## config.mk

```make
export PLATFORM = sky130hd
export DESIGN_NAME = ifetch_unit
export DESIGN_NICKNAME = d
export VERILOG_FILES = /design/src/rtl/ifetch_unit.sv
export SDC_FILE = /design/constraint.sdc
export NUM_CORES = 1
export LEC_CHECK = 0
export ABC_AREA = 1
export BUFFER_PORTS_ARGS = -buffer_cell sky130_fd_sc_hd__buf_2
export CELL_PAD_IN_SITES_DETAIL_PLACEMENT = 1
export CELL_PAD_IN_SITES_GLOBAL_PLACEMENT = 1
export CORE_MARGIN = 4
export CORE_UTILIZATION = 25
export CTS_CLUSTER_DIAMETER = 100
export DETAILED_ROUTE_END_ITERATION = 7
export PLACE_DENSITY = 0.6
export RECOVER_POWER = 50
export SLEW_MARGIN = 10
export SYNTH_ARGS = -nofsm -noshare
export SYNTH_HDL_FRONTEND = slang
export SYNTH_SLANG_ARGS = --single-unit
export TNS_END_PERCENT = 20
```

## constraint.sdc

```tcl
create_clock -name clk -period 4.7 [get_ports clk]
set_clock_uncertainty 0.2 [all_clocks]
set_input_delay 0.235 -clock clk [delete_from_list [all_inputs] [get_ports clk]]
set_output_delay 0.235 -clock clk [all_outputs]
set_load 0.02 [all_outputs]
```

## src/rtl/ifetch_unit.sv

```systemverilog
// Instruction-fetch stage: owns the PC, requests words from a wait-state memory,
// holds each word for decode and resolves beq/bne when the word retires.
module ifetch_unit #(
    parameter logic [31:0] RESET_PC = 32'h0000_0000,
    parameter int unsigned MAX_WAIT = 15
) (
    input  logic        clk,
    input  logic        rst,
    output logic        imem_req,
    output logic [31:0] imem_addr,
    input  logic [31:0] imem_rdata,
    input  logic        imem_ready,
    input  logic        stall,
    input  logic        branch,
    input  logic [2:0]  fun3,
    input  logic        zeroflag,
    input  logic [31:0] imm_ext,
    output logic [31:0] instr,
    output logic [31:0] instr_pc,
    output logic        instr_valid,
    output logic        fetch_err
);

    localparam logic [31:0] NOP        = 32'h0000_0013;
    localparam logic [7:0]  WAIT_LIMIT = 8'(MAX_WAIT);

    typedef enum logic [1:0] {
        FETCH = 2'd0,
        HOLD  = 2'd1,
        ERR   = 2'd2
    } state_t;

    state_t      state;
    logic [31:0] pc;
    logic [7:0]  wait_cnt;
    logic        taken;
    logic [31:0] next_pc;

    always_comb begin
        taken = 1'b0;
        if (branch) begin
            case (fun3)
                3'b000:  taken = zeroflag;
                3'b001:  taken = ~zeroflag;
                default: taken = 1'b0;
            endcase
        end
    end

    assign next_pc = taken ? (instr_pc + imm_ext) : (instr_pc + 32'd4);

    // Gated by rst so the request drops the instant reset is asserted.
    assign imem_req  = (state == FETCH) && !rst;
    assign imem_addr = pc;

    always_ff @(posedge clk or posedge rst) begin
        if (rst) begin
            state       <= FETCH;
            pc          <= RESET_PC;
            wait_cnt    <= 8'd0;
            instr       <= NOP;
            instr_pc    <= RESET_PC;
            instr_valid <= 1'b0;
            fetch_err   <= 1'b0;
        end else begin
            case (state)
                FETCH: begin
                    if (imem_ready) begin
                        instr       <= imem_rdata;
                        instr_pc    <= pc;
                        instr_valid <= 1'b1;
                        wait_cnt    <= 8'd0;
                        state       <= HOLD;
                    end else if (wait_cnt == WAIT_LIMIT) begin
                        fetch_err <= 1'b1;
                        state     <= ERR;
                    end else begin
                        wait_cnt <= wait_cnt + 8'd1;
                    end
                end
                HOLD: begin
                    if (!stall) begin
                        instr_valid <= 1'b0;
                        // A misaligned target is fatal; pc keeps the last good fetch address.
                        if (next_pc[1:0] != 2'b00) begin
                            fetch_err <= 1'b1;
                            state     <= ERR;
                        end else begin
                            pc    <= next_pc;
                            state <= FETCH;
                        end
                    end
                end
                ERR: begin
                    instr_valid <= 1'b0;
                    fetch_err   <= 1'b1;
                end
                default: begin
                    instr_valid <= 1'b0;
                    fetch_err   <= 1'b1;
                    state       <= ERR;
                end
            endcase
        end
    end

endmodule
```

==> key figures, run 1 <==
Worst setup path
  – Register-to-register setup slack: 1.58 ns
  – CP required: 4.66 ns
  – Crit path max-delay family: buffers and inverters
  – Buf/Inv on CP: 4
  – Crit path kind: in2async
  – Worst R2R End: imem_addr[25]
  – CP Cell Sequence: dlygate4sd3_1 -> clkbuf_1 -> clkinvlp_2 -> clkbuf_1
  – Max stage delay cell, worst path: clkbuf_1
  – Cells on worst reg2reg path: 7
  – CP Max Fanout: 38
  – Crit-path most repeated cell: clkbuf_1
  – Nature of the critical path endpoint: asynchronous set/reset pin
  – Worst r2r src: instr_pc[0]
  – Critical Path Source Type: input pin
  – Critical Path AT: 3.26 ns
  – CP peak stage delay: 1.28 ns

Synthesis
  – Synth top area cells: dfrtp_1 (34%), nand2_1 (23%), inv_1 (9.6%)
  – Simple-Gate Fraction of Synth Area: 36.3%
  – Post-synthesis xor/xnor area fraction: 1.14%
  – Syn_area_per_cell: 6.40 sq um
  – Yosys top cell area share: 34.2%
  – Syn_nets: 1308
  – YS warnings: 0
  – Seq/Total Area, Yosys: 35.2%
  – Post-synthesis adder-cell area fraction: 5.63%
  – Distinct cells, synth: 42
  – Largest family of logic cells by synthesized area: simple AND/OR/NAND/NOR gates
  – Mux share of post-synthesis cell area: 0%
  – EDFF count, synth: 0
  – Dominant synthesized flop cell: dfrtp_1
  – Post-Synthesis Cells: 1201
  – Yosys reg bits: 108
  – Area leader, netlist: dfrtp_1
  – Netlist Area Pre-Place: 7690 sq um
  – Top cells by count, synth: nand2_1 (476), inv_1 (197), dfrtp_1 (105)
  – Post-synthesis compound-gate area fraction: 10.5%
  – FFs w/ async S/R, synth: 100%
  – Count leader, synth: nand2_1

Finish
  – # nets final: 1504
  – Area delta synth->final: 23.0%
  – Layout cells sized above 1: 8.78%
  – Diode count: 0
  – Finished Layout Cells: 1791

Global routing
  – Antenna violations before repair: 0
  – Vias in the first global route: 8522
  – Gr usage total: 18.4%
  – Largest net degree at the start of global routing: 78
  – GRT overflow: 0
  – First-pass GRT wire length: 48500 microns

Timing
  – Rel. slew slack: -22.3%
  – Crit path time final: 3.30 ns
  – Fin crit share: 70.3%
  – Fmax: 303 MHz
  – Final setup TNS: 0 ns
  – Unrepaired setup endpoints after global routing: false
  – Final slew viol count: 67
  – Worst-margin pin slew: 1.82 ns
  – Final Hold Fails: 0
  – Setup violators final: 0

Power
  – Sw frac: 54.3%
  – Cell Pwr Density: 647 nW/um^2
  – Leakage: 5.02 nW
  – Worst vdd ir: 0.203 mV
  – Clock group share of total power: 12.8%
  – Internal power: 2.79 mW
  – Sequential Power Share: 30.6%
  – Power Total: 6.12 mW
  – Sw Pwr: 3.32 mW
  – Comb pwr share: 56.6%

Outcome
  – Status: complete, but fails checks
  – Failing checks: max-capacitance violations, max-slew violations

Floorplan
  – Row Count: 63
  – # IOs: 172
  – DIE AREA: 33600 sq um
  – Initial Utilization: 25.6%
  – Die width: 183 microns
  – Area of the core: 30000 sq um
  – Die Y: 183 microns

Routing
  – DR WL/cell: 17.3 microns
  – Via count: 8150
  – Final WL: 31000 microns
  – Vias per cell: 4.55
  – Drc violations: 0
  – Initial drt markers: 446
  – Final ANT Viol Nets: 0
  – Initial DRT Pass Iterations: 5

Place
  – Inst Count DP: 1742
  – Post-DP HPWL: 24600 microns
  – Placer Congestion: 0.859
  – PortBufs: 171

Clocking
  – Clk_lat worst skew: 0.36 ns
  – Clk buf depth: 2
  – CTS tree: done
  – Clock buffer count from CTS: 9
  – Clk root buf: clkbuf_16
  – CTS sink cnt: 108
  – H-tree Lvls: 3
  – Reg clk slew, reported paths: 0.07 ns

Min path
  – Hold crit path type: in2reg
  – Hold path startpoint: imm_ext[31]
  – Hold Path Sink: imem_addr[31]
  – WHS Path Cells: 6

Flow run
  – Max-cap violations: 2
metal layers:
layer	up-vias	GRT usage, %	wire, microns
met2	171	30.9	14400
met5	-	0	0
met1	3849	24.9	14700
met4	0	4.38	565
met3	32	2.95	1380
li1	4098	-	-
worst reg2reg max path, delay by kind of cell (launching register included):
| family | cells | cell delay, ns |
|---|---|---|
| fa+ha+maj | 2 | 0.66 |
| flops | 1 | 0.40 |
| compound gates | 3 | 0.72 |
| simple gates | 2 | 1.02 |
worst max-delay path by stage:
stage                     start       endpoint  slack (ns)  cells after the start
global placement    instr_pc[0]  imem_addr[29]        1.70                      7
detailed placement  instr_pc[0]  imem_addr[23]        1.58                      7
CTS                 instr_pc[0]   imem_addr[2]        1.54                      6
finish                      rst   instr_pc[13]        1.40                      4
global route                rst   instr_pc[17]        0.83                      4
floorplan                   rst      fetch_err        1.42                      1
logic make-up (layout without fill, tap and decap cells):
| kind of cell | after synthesis | in the layout |
|---|---|---|
| AO/OA/AOI/OAI | 143 | 143 |
| XOR/XNOR | 10 | 10 |
| adder cells (fa/ha/maj) | 34 | 34 |
| flip-flops | 108 | 108 |
| buffers and inverters | 224 | 424 |
| AND/OR/NAND/NOR | 682 | 682 |
metrics by stage:
stage	setup slack, ns	hold WS [ns]	cell area [sq um]	util [%]
final	1.40	0.140	9460	31.5
after global routing	0.825	0.169	9460	31.5
after CTS	1.54	0.138	9590	31.9
after detailed placement	1.58	0.136	8960	29.8
after global placement	1.70	0.126	8960	29.8
after floorplan	1.42	0.130	7690	-
sequential cells by signal, indices dropped and copies added, names as in the netlist:
register and count:
fetch_err 1, imem_addr 32, instr 32, instr_pc 32, instr_valid 1, state 2, wait_cnt 8
placed cells by master, fill, tap and decap left out, types with 2 or more instances in the layout:
cell type and count:
clkbuf_16 9, xnor2_1 2, nand2_1 476, o21bai_1 2, nor3_2 3, ha_1 33
o21ai_0 53, inv_1 196, nor3_1 16, a21oi_1 58, nand3_1 64, nand2_2 3
dfstp_2 3, nand3b_1 6, a21boi_1 14, dlygate4sd3_1 34, buf_4 5, o21a_1 3
xor2_1 8, or2_2 9, buf_2 76, clkbuf_1 97, clkinvlp_4 2, nand4_1 9
nor2_2 4, nor2_1 88, a2bb2oi_1 3, dfrtp_1 105, o31ai_1 2
final cells by class:
class	count	area [sq um]
multi-input combinational	869	4110
tap	390	488
inverter	198	744
clock inverter	5	62.6
fill	3948	20600
sequential	108	2710
clock buffer	10	229
timing repair buffer	211	1120
power groups by stage:
| stage | logic [mW] | clock network, mW | registers [mW] |
|---|---|---|---|
| CTS | 3.62 | 0.814 | 1.88 |
| floorplan | 1.93 | 0 | 2.14 |
| global placement | 3.52 | 0 | 1.89 |
| global route | 3.94 | 0.854 | 1.94 |
| detailed placement | 3.58 | 0 | 1.89 |
| finish | 3.46 | 0.784 | 1.87 |
repair_timing:
action	in CTS	in global routing
endpoints found under the hold margin	67	0
hold buffers	34	0
buffers inserted	0	0
endpoints found under the setup margin	0	0
gates resized for setup	0	0
(Power assumes the default switching activity.)
==> inputs of run 2 (changes only) <==
--- a/config.mk
+++ b/config.mk
@@ -5,7 +5,7 @@
 export SDC_FILE = /design/constraint.sdc
 export NUM_CORES = 1
 export LEC_CHECK = 0
-export ABC_AREA = 1
+export ABC_AREA = 0
 export BUFFER_PORTS_ARGS = -buffer_cell sky130_fd_sc_hd__buf_2
 export CELL_PAD_IN_SITES_DETAIL_PLACEMENT = 1
 export CELL_PAD_IN_SITES_GLOBAL_PLACEMENT = 1
@@ -13,7 +13,7 @@
 export CORE_UTILIZATION = 25
 export CTS_CLUSTER_DIAMETER = 100
 export DETAILED_ROUTE_END_ITERATION = 7
-export PLACE_DENSITY = 0.6
+export PLACE_DENSITY = 0.59
 export RECOVER_POWER = 50
 export SLEW_MARGIN = 10
 export SYNTH_ARGS = -nofsm -noshare
==> constraint.sdc (replaced) <==
create_clock -name clk -period 2.86 [get_ports clk]
set_clock_uncertainty 0.2 [all_clocks]
set_input_delay 0.143 -clock clk [delete_from_list [all_inputs] [get_ports clk]]
set_output_delay 0.143 -clock clk [all_outputs]
set_load 0.02 [all_outputs]
==> run 2 against run 1 <==
Against the previous run:
- the flow now finishes without violations
- sequential share of layout area rose by 2.1 points
- worst hold slack lost 0.063 ns
- die area down 15%
- combinational power decreased by 6.4%
- synthesized cell count fell by 44%
- cell area decreased by 6.9%
- via count is 26% lower
- final cell count fell by 30%
- clock power increased by 75%
- critical path depth grew 7
- synthesized area shrank 16%
- core utilization grew 3.3 points
==> key figures, run 2 <==
Power
  – Leakage: 3.98 nW
  – Cell Pwr Density: 776 nW/um^2
  – Worst vdd ir: 0.402 mV

Place
  – Placer Congestion: 0.876
  – Post-DP HPWL: 17100 microns
  – PortBufs: 171

Finish
  – Fill cells: 2948
  – Area delta synth->final: 36.1%
  – Layout cells sized above 1: 29.3%
  – Most common cell after layout, fill and taps aside: dfrtp_1
  – Area occupied by multi-input gates: 3690 sq um
  – Diode count: 0
  – Final Util: 34.8%
  – # nets final: 1034
  – Seq. cell area: 2710 sq um
  – Most frequent cells in the layout: dfrtp_1 (105), buf_2 (98), clkbuf_1 (73), nor2_1 (63)

Synthesis
  – Count leader, synth: dfrtp_1
  – Yosys top cell area share: 40.6%
  – FFs w/ async S/R, synth: 100%
  – YS warnings: 0
  – Seq/Total Area, Yosys: 41.8%
  – EDFF count, synth: 0
  – Netlist Area Pre-Place: 6470 sq um
  – Synth top area cells: dfrtp_1 (41%), mux2_2 (10%), ha_1 (6.4%)
  – Dominant synthesized flop cell: dfrtp_1
  – Distinct cells, synth: 59
  – Yosys reg bits: 108
  – Top cells by count, synth: dfrtp_1 (105), nor2_1 (65), nand2_1 (62)
  – Post-Synthesis Cells: 670
  – Syn_nets: 777
  – Area leader, netlist: dfrtp_1
  – Syn_area_per_cell: 9.66 sq um

Worst setup path
  – CP Max Fanout: 5
  – Nature of the critical path endpoint: flop
  – Critical Path Source Type: flop
  – CP Cell Sequence: ha_1 -> o21ai_0 -> o211ai_1 -> a21oi_2 -> buf_4 -> o21ai_2 -> buf_4 -> nor2_1 -> a211oi_1 -> a31oi_1 -> o31ai_1
  – CP required: 2.93 ns
  – Crit path kind: reg2reg
  – Crit-path most repeated cell: buf_4
  – Critical Path AT: 2.77 ns
  – CP peak stage delay: 0.44 ns
  – Max stage delay cell, worst path: dfrtp_1

Global routing
  – GRT overflow: 0
  – Antenna violations before repair: 1
  – First-pass GRT wire length: 36400 microns
  – Largest net degree at the start of global routing: 43
  – Vias in the first global route: 6485
  – Gr usage total: 15.9%

Floorplan
  – Initial Utilization: 25.6%
  – DIE AREA: 28500 sq um
  – # IOs: 172
  – Die Y: 169 microns
  – Area of the core: 25300 sq um
  – Die width: 169 microns
  – Row Count: 58

Routing
  – Final WL: 22400 microns
  – Drc violations: 0
  – Final ANT Viol Nets: 0
  – Vias per cell: 4.75
  – DR WL/cell: 17.8 microns
  – Initial DRT Pass Iterations: 4
  – Initial drt markers: 220
  – Via count: 6000

Timing
  – Crit path time final: 2.71 ns
  – Final slew viol count: 0
  – Final hold slack: 0.0772 ns
  – Unrepaired setup endpoints after global routing: true
  – Rel. slew slack: 14.5%
  – Final Hold Fails: 0
  – Final setup TNS: 0 ns
  – Setup violators final: 0
  – Fin crit share: 94.7%
  – Fmax: 369 MHz
  – Worst-margin pin slew: 1.28 ns

Clocking
  – Clk buf depth: 2
  – Clk_lat worst skew: 0.37 ns
  – Clock buffer count from CTS: 9
  – Clk root buf: clkbuf_16
  – H-tree Lvls: 3
  – CTS sink cnt: 108
  – Reg clk slew, reported paths: 0.09 ns
  – CTS tree: done
  – Post-CTS Repair Setup Buffers: 0

Flow run
  – Max-cap violations: 0

Outcome
  – Status: completed

Min path
  – Hold crit path type: in2reg
## run 2: cell types whose count changed in the layout (fill, tap and decap cells not counted), moves of 25 or more
cell / change
buf_4: +57
inv_1: -182
mux2_2: +60
nand2_1: -414
nand3_1: -43
nor2_1: -25
xnor2_1: +26
## run 2: path summary, 6_finish.rpt
path | startpoint | endpoint | slack (ns) | depth (start not counted)
setup reg to reg | instr_pc[2] | imem_addr[17] | 0.15 | 11
hold / removal | imm_ext[31] | imem_addr[31] | 0.08 | 4
min in group asynchronous | rst | instr[11] | 0.39 | 3
hold reg to reg | fetch_err | fetch_err | 0.27 | 1
max in group asynchronous | rst | instr_pc[11] | 0.42 | 4
setup / recovery | instr_pc[2] | imem_addr[17] | 0.15 | 11
## run 2: cells by family after synthesis
kind of cell	count (synthesis)	share of synthesized area (%)
AND/OR/NAND/NOR	202	14.5
AO/OA/AOI/OAI	164	15.8
flip-flops	108	41.8
multiplexers	61	10.6
XOR/XNOR	60	8.12
buffers and inverters	41	2.47
adder cells (fa/ha/maj)	34	6.69
## run 2: power breakdown
group	internal (mW)	leakage [nW]	switching [mW]
logic	1.33	2.46	1.91
registers	1.91	1.36	0.313
clock network	0.642	0.155	0.724
## run 2: layer usage
layer  vias to the layer above  track usage, %  wire length [microns]
met5                         -               0                     13
met4                         2            2.58                    205
met3                        20            4.04                   1240
met2                       137            26.7                  10700
met1                      2914            21.1                  10300
li1                       2927               -                      -
## run 2: cell type report
type	count	share of cell area (%)
Sequential cell	108	30.7
Inverter	15	0.654
Tap cell	330	4.69
Clock buffer	9	2.56
Multi-Input combinational cell	521	41.9
Timing Repair Buffer	272	18.4
Clock inverter	7	1.09
## run 2: worst max-delay path, delay by kind of cell, from the launching register on
kind / cells / cell delay, ns
compound gates: 7 / 1.22
fa+ha+maj: 1 / 0.38
buf+inv: 2 / 0.32
flops: 1 / 0.44
simple gates: 1 / 0.05
## run 2: stage by stage
| stage | power, mW | cells | setup WS, ns | cell area (sq um) |
|---|---|---|---|---|
| finish | 6.83 | 1262 | 0.153 | 8810 |
| floorplan | 4.21 | 670 | 0.103 | 6470 |
| global placement | 5.46 | 1210 | 0.0161 | 8170 |
| global route | 7.37 | 1262 | -0.0252 | 8810 |
| CTS | 6.99 | 1262 | 0.0367 | 8880 |
| detailed placement | 5.51 | 1210 | -0.00599 | 8170 |
## run 2: timing repair
action / in CTS / in global routing
pin swaps: 2 / 6
gates resized for setup: 5 / 12
hold endpoints to repair: 60 / 0
hold buffers: 36 / 0
cloned: 0 / 0
endpoints found under the setup margin: 6 / 10
==> inputs of run 3 (changes only) <==
--- a/config.mk
+++ b/config.mk
@@ -10,10 +10,10 @@
 export CELL_PAD_IN_SITES_DETAIL_PLACEMENT = 1
 export CELL_PAD_IN_SITES_GLOBAL_PLACEMENT = 1
 export CORE_MARGIN = 4
-export CORE_UTILIZATION = 25
+export CORE_UTILIZATION = 36
 export CTS_CLUSTER_DIAMETER = 100
 export DETAILED_ROUTE_END_ITERATION = 7
-export PLACE_DENSITY = 0.59
+export PLACE_DENSITY = 0.79
 export RECOVER_POWER = 50
 export SLEW_MARGIN = 10
 export SYNTH_ARGS = -nofsm -noshare
==> constraint.sdc (replaced) <==
create_clock -name clk -period 2.4 [get_ports clk]
set_clock_uncertainty 0.2 [all_clocks]
set_input_delay 0.12 -clock clk [delete_from_list [all_inputs] [get_ports clk]]
set_output_delay 0.12 -clock clk [all_outputs]
set_load 0.02 [all_outputs]
==> run 3 against run 2 <==
Against the previous run:
- the flow now finishes with violations (negative setup slack)
- non-clock buffer count increased by 66
- cell area up 8.7%
- critical endpoint is now imem_addr[22]
- largest power group unchanged
- die area fell by 29%
==> key figures, run 3 (synthesis gave the netlist of run 2 again) <==
Routing
  – Initial drt markers: 447
  – Via count: 6640
  – Drc violations: 0
  – Vias per cell: 5.43
  – DR WL/cell: 20.8 microns
  – Final WL: 25400 microns
  – Initial DRT Pass Iterations: 4
  – Final ANT Viol Nets: 0

Finish
  – Finished Layout Cells: 1223
  – Fill cells: 2002
  – # nets final: 1100
  – Most frequent cells in the layout: buf_4 (122), dfrtp_1 (104), buf_2 (99), clkbuf_1 (72)
  – Diode count: 0
  – Most common cell after layout, fill and taps aside: buf_4
  – Layout cells sized above 1: 38.7%
  – Area delta synth->final: 47.9%

Clocking
  – Clk_lat worst skew: 0.37 ns
  – CTS sink cnt: 108
  – CTS tree: done
  – Clk buf depth: 2
  – H-tree Lvls: 3
  – Reg clk slew, reported paths: 0.09 ns
  – Clock buffer count from CTS: 9
  – Clk root buf: clkbuf_16

Global routing
  – Vias in the first global route: 7413
  – Gr usage total: 24.8%
  – GRT overflow: 0
  – Antenna violations before repair: 0
  – First-pass GRT wire length: 40100 microns
  – Largest net degree at the start of global routing: 99

Floorplan
  – # IOs: 172
  – Area of the core: 17500 sq um
  – Die width: 142 microns
  – Initial Utilization: 37.0%
  – DIE AREA: 20200 sq um
  – Row Count: 48
  – Die Y: 142 microns

Timing
  – Unrepaired setup endpoints after global routing: true
  – Fmax: 366 MHz
  – Fin crit share: 114%
  – Worst Slack Setup Final: -0.332 ns
  – Final hold slack: 0.0453 ns
  – Final Hold Fails: 0
  – Rel. slew slack: 37.1%
  – Final setup TNS: -3.72 ns
  – Crit path time final: 2.73 ns
  – Final slew viol count: 0
  – Setup violators final: 20
  – Worst-margin pin slew: 0.943 ns

Power
  – Leakage: 4.38 nW
  – Worst vdd ir: 0.564 mV
  – Power Total: 9.02 mW
  – Cell Pwr Density: 943 nW/um^2

Worst setup path
  – Critical Path Source Type: flop
  – CP peak stage delay: 0.41 ns
  – Buf/Inv on CP: 2
  – Crit path max-delay family: compound AO/OA/AOI/OAI gates
  – Max stage delay cell, worst path: dfrtp_1
  – Critical Path AT: 2.79 ns
  – CP Cell Sequence: ha_4 -> fa_2 -> a21oi_2 -> nor2_2 -> nor3_2 -> buf_4 -> o31ai_4 -> a211o_1 -> buf_4 -> xor2_1 -> a21oi_1 -> nor2_1
  – CP Max Fanout: 3
  – CP required: 2.46 ns
  – Crit-path most repeated cell: buf_4
  – Nature of the critical path endpoint: flop
  – Crit path kind: reg2reg

Place
  – Inst Count DP: 1157
  – PortBufs: 171
  – Placer Congestion: 0.869
  – Post-DP HPWL: 17000 microns

Flow run
  – Max-cap violations: 0

Outcome
  – Status: complete, but fails checks
  – Failing checks: negative setup slack

Min path
  – Hold crit path type: in2reg
[run 3: cell count changes in the layout (fill, tap and decap cells not counted), moves of 4 or more]
cell,before,now
a211oi_1,7,3
a21oi_1,43,33
a21oi_2,5,14
buf_4,62,122
buf_6,0,6
ha_1,32,24
ha_4,0,9
nor2_1,63,56
nor2_4,1,5
o21ai_0,46,26
o21ai_1,1,20
[run 3: what timing repair did]
action | CTS | global route
buffers inserted | 8 | 6
hold buffers | 36 | 0
endpoints found under the setup margin | 33 | 32
pin swaps | 39 | 26
resized for setup | 69 | 34
endpoints found under the hold margin | 143 | 0
[run 3: power by group]
part / internal [mW] / switching (mW)
registers: 2.28 / 0.379
logic: 2.06 / 2.71
clock network: 0.751 / 0.840
[run 3: final cells by class]
cell class              instances  area [sq um]  area share (%)
inverters                      15          57.6           0.601
well taps                     225           282            2.94
flip-flops and latches        108          2710            28.3
repair buffers                338          2170            22.7
clock inverters                 7          91.3           0.954
clock buffers                   9           225            2.35
multi-input cells             521          4040            42.2
[run 3: path summary, 6_finish.rpt]
path / start / end / slack (ns) / depth (start not counted)
hold / removal: imm_ext[30] / imem_addr[30] / 0.05 / 4
setup / recovery: instr_pc[0] / imem_addr[22] / -0.33 / 12
max in group asynchronous: rst / instr_pc[2] / 0.58 / 4
hold reg to reg: fetch_err / fetch_err / 0.31 / 1
min in group asynchronous: rst / instr[19] / 0.10 / 3
setup reg to reg: instr_pc[0] / imem_addr[22] / -0.33 / 12
[run 3: per-layer routing]
layer  track usage [%]  part of all wire [%]
met4              7.73                   2.0
met5                 0                     0
met2              43.7                    52
met1              30.3                    40
met3              5.17                   5.8
[run 3: tightest hold or removal path: stages]
cell     delay, ns
buf_2         0.09
ha_1          0.19
xor2_1        0.08
o21ai_1       0.10
[run 3: per-stage QoR]
step | utilization [%] | setup slack, ns | area [sq um]
after floorplan | - | -0.357 | 6470
after global placement | 48.3 | -0.390 | 8440
after detailed placement | 48.3 | -0.453 | 8440
after CTS | 54.2 | -0.228 | 9480
after global routing | 54.8 | -0.421 | 9570
final | 54.8 | -0.332 | 9570
